<file path="src/rtl/cond_issue_ctrl_pkg.sv">
// Shared definitions for the issue-stage conditional-execution controller:
// ARM condition codes and the bit positions of N, Z, C, V inside an NZCV nibble.
package cond_issue_ctrl_pkg;

    typedef enum logic [3:0] {
        COND_EQ = 4'b0000,
        COND_NE = 4'b0001,
        COND_CS = 4'b0010,
        COND_CC = 4'b0011,
        COND_MI = 4'b0100,
        COND_PL = 4'b0101,
        COND_VS = 4'b0110,
        COND_VC = 4'b0111,
        COND_HI = 4'b1000,
        COND_LS = 4'b1001,
        COND_GE = 4'b1010,
        COND_LT = 4'b1011,
        COND_GT = 4'b1100,
        COND_LE = 4'b1101,
        COND_AL = 4'b1110,
        COND_NV = 4'b1111
    } cond_e;

    localparam int FLAG_N = 3;
    localparam int FLAG_Z = 2;
    localparam int FLAG_C = 1;
    localparam int FLAG_V = 0;

    localparam int MAX_PEND_DEF = 3;
    localparam int PEND_W_DEF   = $clog2(MAX_PEND_DEF + 1);

endpackage

</file>
<file path="src/rtl/cond_issue_ctrl_if.sv">
// Bundle of the decode-side handshake, execute-side verdict, ALU flag writeback
// and status signals around the conditional-issue controller.
interface cond_issue_ctrl_if
    import cond_issue_ctrl_pkg::*;
#(
    parameter int PEND_W = PEND_W_DEF
);
    logic              inValid;
    logic              inReady;
    logic [3:0]        inCond;
    logic              inSetFlags;
    logic              outValid;
    logic              outReady;
    logic              outExec;
    logic              outSetFlags;
    logic [3:0]        outCond;
    logic              flagWrEn;
    logic [3:0]        flagWrData;
    logic [3:0]        flags;
    logic [PEND_W-1:0] pendCount;
    logic              flagErr;

    modport master (
        output inValid, inCond, inSetFlags, outReady, flagWrEn, flagWrData,
        input  inReady, outValid, outExec, outSetFlags, outCond, flags, pendCount, flagErr
    );

    modport slave (
        input  inValid, inCond, inSetFlags, outReady, flagWrEn, flagWrData,
        output inReady, outValid, outExec, outSetFlags, outCond, flags, pendCount, flagErr
    );

endinterface

</file>
<file path="src/rtl/cond_issue_ctrl_cond_eval.sv">
// Combinational ARM condition evaluator: decides whether a condition field is
// satisfied by an NZCV nibble. AL always passes, NV never does.
module cond_issue_ctrl_cond_eval
    import cond_issue_ctrl_pkg::*;
(
    input  logic [3:0] cond_i,
    input  logic [3:0] nzcv_i,
    output logic       met_o
);

    logic n, z, c, v;

    assign n = nzcv_i[FLAG_N];
    assign z = nzcv_i[FLAG_Z];
    assign c = nzcv_i[FLAG_C];
    assign v = nzcv_i[FLAG_V];

    // Decode the condition field against the flags
    always_comb begin
        met_o = 1'b0;
        case (cond_i)
            COND_EQ: met_o = z;
            COND_NE: met_o = ~z;
            COND_CS: met_o = c;
            COND_CC: met_o = ~c;
            COND_MI: met_o = n;
            COND_PL: met_o = ~n;
            COND_VS: met_o = v;
            COND_VC: met_o = ~v;
            COND_HI: met_o = c & ~z;
            COND_LS: met_o = ~c | z;
            COND_GE: met_o = (n == v);
            COND_LT: met_o = (n != v);
            COND_GT: met_o = ~z & (n == v);
            COND_LE: met_o = z | (n != v);
            COND_AL: met_o = 1'b1;
            default: met_o = 1'b0;
        endcase
    end

endmodule

</file>
<file path="src/rtl/cond_issue_ctrl.sv">
// Issue-stage conditional-execution controller. Holds architectural NZCV,
// counts in-flight flag setters, stalls conditional instructions until their
// flags resolve (with same-cycle writeback bypass) and registers the verdict.
module cond_issue_ctrl
    import cond_issue_ctrl_pkg::*;
#(
    parameter int MAX_PEND = MAX_PEND_DEF
)(
    input  logic             clk_i,
    input  logic             reset_i,
    cond_issue_ctrl_if.slave bus
);

    localparam int PEND_W = $clog2(MAX_PEND + 1);

    logic              outValid_q, outValid_d;
    logic              outExec_q, outExec_d;
    logic              outSetFlags_q, outSetFlags_d;
    logic [3:0]        outCond_q, outCond_d;
    logic [3:0]        flags_q, flags_d;
    logic [PEND_W-1:0] pend_q, pend_d;
    logic              flagErr_q, flagErr_d;

    logic              validWrite;
    logic [3:0]        effFlags;
    logic [PEND_W-1:0] effPend;
    logic              needFlags;
    logic              stall;
    logic              inReady;
    logic              accept;
    logic              met;
    logic              incPend;

    // A writeback only counts when a setter is actually outstanding
    assign validWrite = bus.flagWrEn & (pend_q != '0);
    assign effFlags   = validWrite ? bus.flagWrData : flags_q;
    assign effPend    = pend_q - PEND_W'(validWrite);
    assign needFlags  = (bus.inCond != COND_AL) && (bus.inCond != COND_NV);
    assign stall      = (needFlags & (effPend != '0)) |
                        (bus.inSetFlags & (effPend == PEND_W'(MAX_PEND)));
    assign inReady    = ~reset_i & (~outValid_q | bus.outReady) & ~stall;
    assign accept     = bus.inValid & inReady;
    assign incPend    = accept & bus.inSetFlags & met;

    cond_issue_ctrl_cond_eval u_cond_eval (
        .cond_i (bus.inCond),
        .nzcv_i (effFlags),
        .met_o  (met)
    );

    // Next-state for the verdict register, pending counter, flags and error flag
    always_comb begin
        outValid_d    = outValid_q;
        outExec_d     = outExec_q;
        outSetFlags_d = outSetFlags_q;
        outCond_d     = outCond_q;
        flags_d       = flags_q;
        pend_d        = pend_q;
        flagErr_d     = flagErr_q;

        if (accept) begin
            outValid_d    = 1'b1;
            outExec_d     = met;
            outSetFlags_d = bus.inSetFlags & met;
            outCond_d     = bus.inCond;
        end else if (outValid_q & bus.outReady) begin
            outValid_d = 1'b0;
        end

        if (incPend & ~validWrite) begin
            pend_d = pend_q + PEND_W'(1);
        end else if (~incPend & validWrite) begin
            pend_d = pend_q - PEND_W'(1);
        end

        if (validWrite) begin
            flags_d = bus.flagWrData;
        end

        if (bus.flagWrEn & (pend_q == '0)) begin
            flagErr_d = 1'b1;
        end
    end

    // State registers with synchronous reset discarding any in-flight work
    always_ff @(posedge clk_i) begin
        if (reset_i) begin
            outValid_q    <= 1'b0;
            outExec_q     <= 1'b0;
            outSetFlags_q <= 1'b0;
            outCond_q     <= 4'b0000;
            flags_q       <= 4'b0000;
            pend_q        <= '0;
            flagErr_q     <= 1'b0;
        end else begin
            outValid_q    <= outValid_d;
            outExec_q     <= outExec_d;
            outSetFlags_q <= outSetFlags_d;
            outCond_q     <= outCond_d;
            flags_q       <= flags_d;
            pend_q        <= pend_d;
            flagErr_q     <= flagErr_d;
        end
    end

    assign bus.inReady     = inReady;
    assign bus.outValid    = outValid_q;
    assign bus.outExec     = outExec_q;
    assign bus.outSetFlags = outSetFlags_q;
    assign bus.outCond     = outCond_q;
    assign bus.flags       = flags_q;
    assign bus.pendCount   = pend_q;
    assign bus.flagErr     = flagErr_q;

endmodule

</file>
<file path="src/flat_wrapper.sv">
// flat-port wrapper written by rule: the top's interface ports become plain ports
module cond_issue_ctrl_flat import cond_issue_ctrl_pkg::*;
#(
    parameter int MAX_PEND = MAX_PEND_DEF
)
  (clk_i, reset_i, bus_inValid, bus_inCond, bus_inSetFlags, bus_outReady, bus_flagWrEn, bus_flagWrData, bus_inReady, bus_outValid, bus_outExec, bus_outSetFlags, bus_outCond, bus_flags, bus_pendCount, bus_flagErr);
  cond_issue_ctrl_if bus_i ();
  input  logic clk_i;
  input  logic reset_i;
  input wire logic [$bits(bus_i.inValid)-1:0] bus_inValid;
  input wire logic [$bits(bus_i.inCond)-1:0] bus_inCond;
  input wire logic [$bits(bus_i.inSetFlags)-1:0] bus_inSetFlags;
  input wire logic [$bits(bus_i.outReady)-1:0] bus_outReady;
  input wire logic [$bits(bus_i.flagWrEn)-1:0] bus_flagWrEn;
  input wire logic [$bits(bus_i.flagWrData)-1:0] bus_flagWrData;
  output wire logic [$bits(bus_i.inReady)-1:0] bus_inReady;
  output wire logic [$bits(bus_i.outValid)-1:0] bus_outValid;
  output wire logic [$bits(bus_i.outExec)-1:0] bus_outExec;
  output wire logic [$bits(bus_i.outSetFlags)-1:0] bus_outSetFlags;
  output wire logic [$bits(bus_i.outCond)-1:0] bus_outCond;
  output wire logic [$bits(bus_i.flags)-1:0] bus_flags;
  output wire logic [$bits(bus_i.pendCount)-1:0] bus_pendCount;
  output wire logic [$bits(bus_i.flagErr)-1:0] bus_flagErr;
  assign bus_i.inValid = bus_inValid;
  assign bus_i.inCond = bus_inCond;
  assign bus_i.inSetFlags = bus_inSetFlags;
  assign bus_i.outReady = bus_outReady;
  assign bus_i.flagWrEn = bus_flagWrEn;
  assign bus_i.flagWrData = bus_flagWrData;
  assign bus_inReady = bus_i.inReady;
  assign bus_outValid = bus_i.outValid;
  assign bus_outExec = bus_i.outExec;
  assign bus_outSetFlags = bus_i.outSetFlags;
  assign bus_outCond = bus_i.outCond;
  assign bus_flags = bus_i.flags;
  assign bus_pendCount = bus_i.pendCount;
  assign bus_flagErr = bus_i.flagErr;
  cond_issue_ctrl #(.MAX_PEND(MAX_PEND)) u_core (.clk_i(clk_i), .reset_i(reset_i), .bus(bus_i));
endmodule
</file>
<file path="config.mk">
export PLATFORM = sky130hd
export DESIGN_NAME = cond_issue_ctrl_flat
export DESIGN_NICKNAME = d
export VERILOG_FILES = /design/src/rtl/cond_issue_ctrl_pkg.sv /design/src/rtl/cond_issue_ctrl_if.sv /design/src/rtl/cond_issue_ctrl_cond_eval.sv /design/src/rtl/cond_issue_ctrl.sv /design/src/flat_wrapper.sv
export SDC_FILE = /design/constraint.sdc
export NUM_CORES = 1
export LEC_CHECK = 0
export CORE_MARGIN = 1.5
export CORE_UTILIZATION = 45
export DETAILED_ROUTE_END_ITERATION = 6
export GPL_TIMING_DRIVEN = 0
export HOLD_SLACK_MARGIN = 0.02
export PLACE_DENSITY = 0.87
export SLEW_MARGIN = 10
export SYNTH_ARGS = -nofsm -noshare
export SYNTH_HDL_FRONTEND = slang
export SYNTH_SLANG_ARGS = --single-unit
</file>
<file path="constraint.sdc">
create_clock -name clk_i -period 4.1 [get_ports clk_i]
set_clock_uncertainty 0.1 [all_clocks]
set_input_delay 1.025 -clock clk_i [delete_from_list [all_inputs] [get_ports clk_i]]
set_output_delay 1.025 -clock clk_i [all_outputs]
set_load 0.03 [all_outputs]
</file>
==> metrics.md <==
| Metric | Value |
|---|---|
| Filler Cell Count | `~180` |
| Seq. cell area | `280 um^2` |
| Number of global-route vias before repair | `about 800` |
| Layout area overhead | `34.8%` |
| Pre-CTS setup slack | `-226 ps` |
| Clk sink count | `14` |
| Peak Freq | `259 MHz` |
| Reg2Reg Depth | `12` |
| Congestion Overflow GR | `0` |
| Largest net degree at the start of global routing | `11` |
| Drt pass-1 iters | `4` |
| CTS clock-pin slew for the worst setup and hold paths | `about 80 ps` |
| CP Max Fanout | `9` |
| Mean Syn Cell Area | `~9 um^2` |
| Clock Tree Buf Depth | `2` |
| LEAKAGE | `around 0.5 nW` |
| Clock Latency Late Sink | `about 280 ps` |
| Die Height | `approximately 48 um` |
| Final hold viol count | `0` |
| Top cell type's share of synthesized area | `30.4%` |
| CTS Buf Count | `3` |
| Relative slew slack | `between 60% and 70%` |
| Max_cap viols | `0` |
| 1st-iter DRT viols | `16` |
| Syn Inst Count | `105` |
| Post-synth EDFFs | `0` |
| Area of the multi-input gates | `594 um^2` |
| Core Region | `just under 2000 um^2` |
| Crit share post-route | `between 90% and 100%` |
| Hold_buf cts | `0` |
| Cell area power density | `about 500 nW/um^2` |
| Final period demand of the worst path | `3860 ps` |
| Layout cells sized above 1 | `about a tenth` |
| Mapped Nets | `121` |
| Synth top area cells | `dfxtp_1 (30%), mux2i_1 (12%), nor2_1 (6.9%)` |
| Setup TNS | `0 ps` |
| Yosys warns | `0` |
| Detailed Place HPWL | `1500 um` |
| Crit. End Element | `flip-flop` |
| RSZ-0062 raised after global routing | `no` |
| Nets | `~150` |
| Share of synthesized registers carrying an async set or reset | `0%` |
| Pin slew with the least headroom to its limit | `469 ps` |
| IO Port Bufs | `27` |
| First-pass GRT wire length | `about 3400 um` |
| Vias per cell | `between 5 and 6` |
| Routed Antenna Nets | `0` |
| Crit start category | `primary input` |
| Hold Path Stages | `2` |
| Gp weighted congestion | `~0.84` |
| Crit path setup slack, layout | `244 ps` |
| Drt drc | `0` |
| Initial antenna violation count | `0` |
| Synth Cell Area | `923 um^2` |
| Die Area | `approximately 2300 um^2` |
| Status | `complete, no violations` |
| Die Width | `between 40 and 50 um` |
| Top Ports | `29` |
| Crit path required time | `about 4200 ps` |
| Drt wl/cell | `11.9 um` |
| GRT Overall Usage | `between 15 and 20%` |
| Endpoints failing setup | `0` |
| CTS root buf | `clkbuf_4` |
| Total wire length | `between 1500 and 2000 um` |
| Seq cells post-synth | `14` |
| Largest area contributor in the netlist | `dfxtp_1` |
| Post-CTS Setup Repair Bufs | `0` |
| Row count | `16` |
| Antenna cell count | `0` |
| Worst hold slack | `approximately 390 ps` |
| Synth Flop Type | `dfxtp_1` |
| Hold Crit Class | `flip-flop to flip-flop` |
| VDD IR max | `approximately 0.38 mV` |
| Worst EP arrival | `3970 ps` |
| Initial Util | `a little under half` |
| Sequential share of the synthesized area | `roughly 30%` |
| DR vias | `a little over 800` |
| Post-synth cell types | `35` |
| Slew Viols, Final | `0` |
| CTS tree | `yes` |
| H-Tree Depth | `1` |
| Kind of critical path | `primary input to flip-flop` |
[cells in the mapped netlist, types with 3 or more instances]
cell and count:
a21oi_1 6, nand2b_1 3, inv_1 3, mux2i_1 11, nor2b_1 6, o21a_1 3, dfxtp_1 14, xor2_1 4
nand2_1 4, nor2_1 17
[flip-flops by register name (all words and copies together) (netlist names)]
signal	flops
u_core.bus.flagErr	1
u_core.bus.flags	4
u_core.bus.outCond	4
u_core.bus.outExec	1
u_core.bus.outSetFlags	1
u_core.bus.outValid	1
u_core.bus.pendCount	2
[cell usage in the layout (no fill, tap or decap), types with 2 or more instances in the layout]
cell             synthesis  final
a21oi_1                  6      6
a31oi_1                  2      2
a32o_1                   2      2
and2_1                   2      2
buf_2                    2      2
clkbuf_1                 2      2
clkbuf_4                 0      3
clkdlybuf4s50_1          0     26
dfxtp_1                 14     14
ha_1                     2      2
inv_1                    3      3
mux2i_1                 11     11
nand2_1                  4      4
nand2b_1                 3      3
nand3_1                  2      2
nor2_1                  17     17
nor2b_1                  6      6
o21a_1                   3      3
or3_1                    2      2
xnor2_1                  2      2
xor2_1                   4      4
[final cells by class]
class                   instances  area share (%)
multi-input cells              82            47.7
flip-flops and latches         14            22.5
repair buffers                 27            21.3
well taps                      27            2.71
plain buffers                   5            2.31
clock buffers                   3            1.81
inverters                       4            1.61
[power by group]
part	leakage (nW)	internal [W]	total [W]	switching, W
sequential	0.114	0.000168	0.000195	0.0000277
clock	0.0138	0.0000341	0.0000786	0.0000445
combinational	0.359	0.000161	0.000352	0.000192
[worst max-delay path, stage by stage]
cell and delay (ps):
clkdlybuf4s50_1 420, o21a_1 120, buf_6 150, ha_1 290
a31oi_1 40, nor3b_1 290, nand3b_2 250, o21bai_1 220
a31oi_1 230, and2_1 170, ha_1 250, or3_1 380
a21oi_1 140
[timing repair]
| item | in CTS | in global routing |
|---|---|---|
| pin swaps | 0 | 0 |
| hold endpoints to repair | 0 | 0 |
| gates resized for setup | 1 | 2 |
| setup endpoints to repair | 1 | 1 |
[through the flow]
step	area, um^2	total power, W	util (%)	std cells
finish	1240	0.000626	64.1	162
global route	1240	0.000668	64.1	162
CTS	1250	0.000634	64.3	162
detailed placement	1230	0.000558	63.2	159
global placement	1230	0.000551	63.2	159
floorplan	923	0.000442	-	105
[cells by family after synthesis]
kind of cell    share of synthesized area, %
mux                                     15.9
fa+ha+maj                               2.71
buf+inv                                 5.28
flops                                   30.4
xor+xnor                                5.69
compound gates                          17.5
simple gates                            22.6
[per-layer routing]
layer / GRT usage (%) / wire length, um / up-vias
li1: - / - / 432
met1: 24.0 / 917 / 360
met2: 30.1 / 876 / 29
met3: 2.47 / 111 / 2
met4: 5.71 / 25 / 0
met5: 0 / 0 / -
[final timing paths]
kind	from	endpoint	slack (ps)
hold reg to reg	u_core.bus.flagErr	u_core.bus.flagErr	390
setup / recovery	bus_flagWrEn	u_core.bus.pendCount[1]	240
setup reg to reg	u_core.bus.pendCount[0]	u_core.bus.pendCount[1]	950
hold / removal	u_core.bus.flagErr	u_core.bus.flagErr	390
Power figures use the tool's default switching activity.
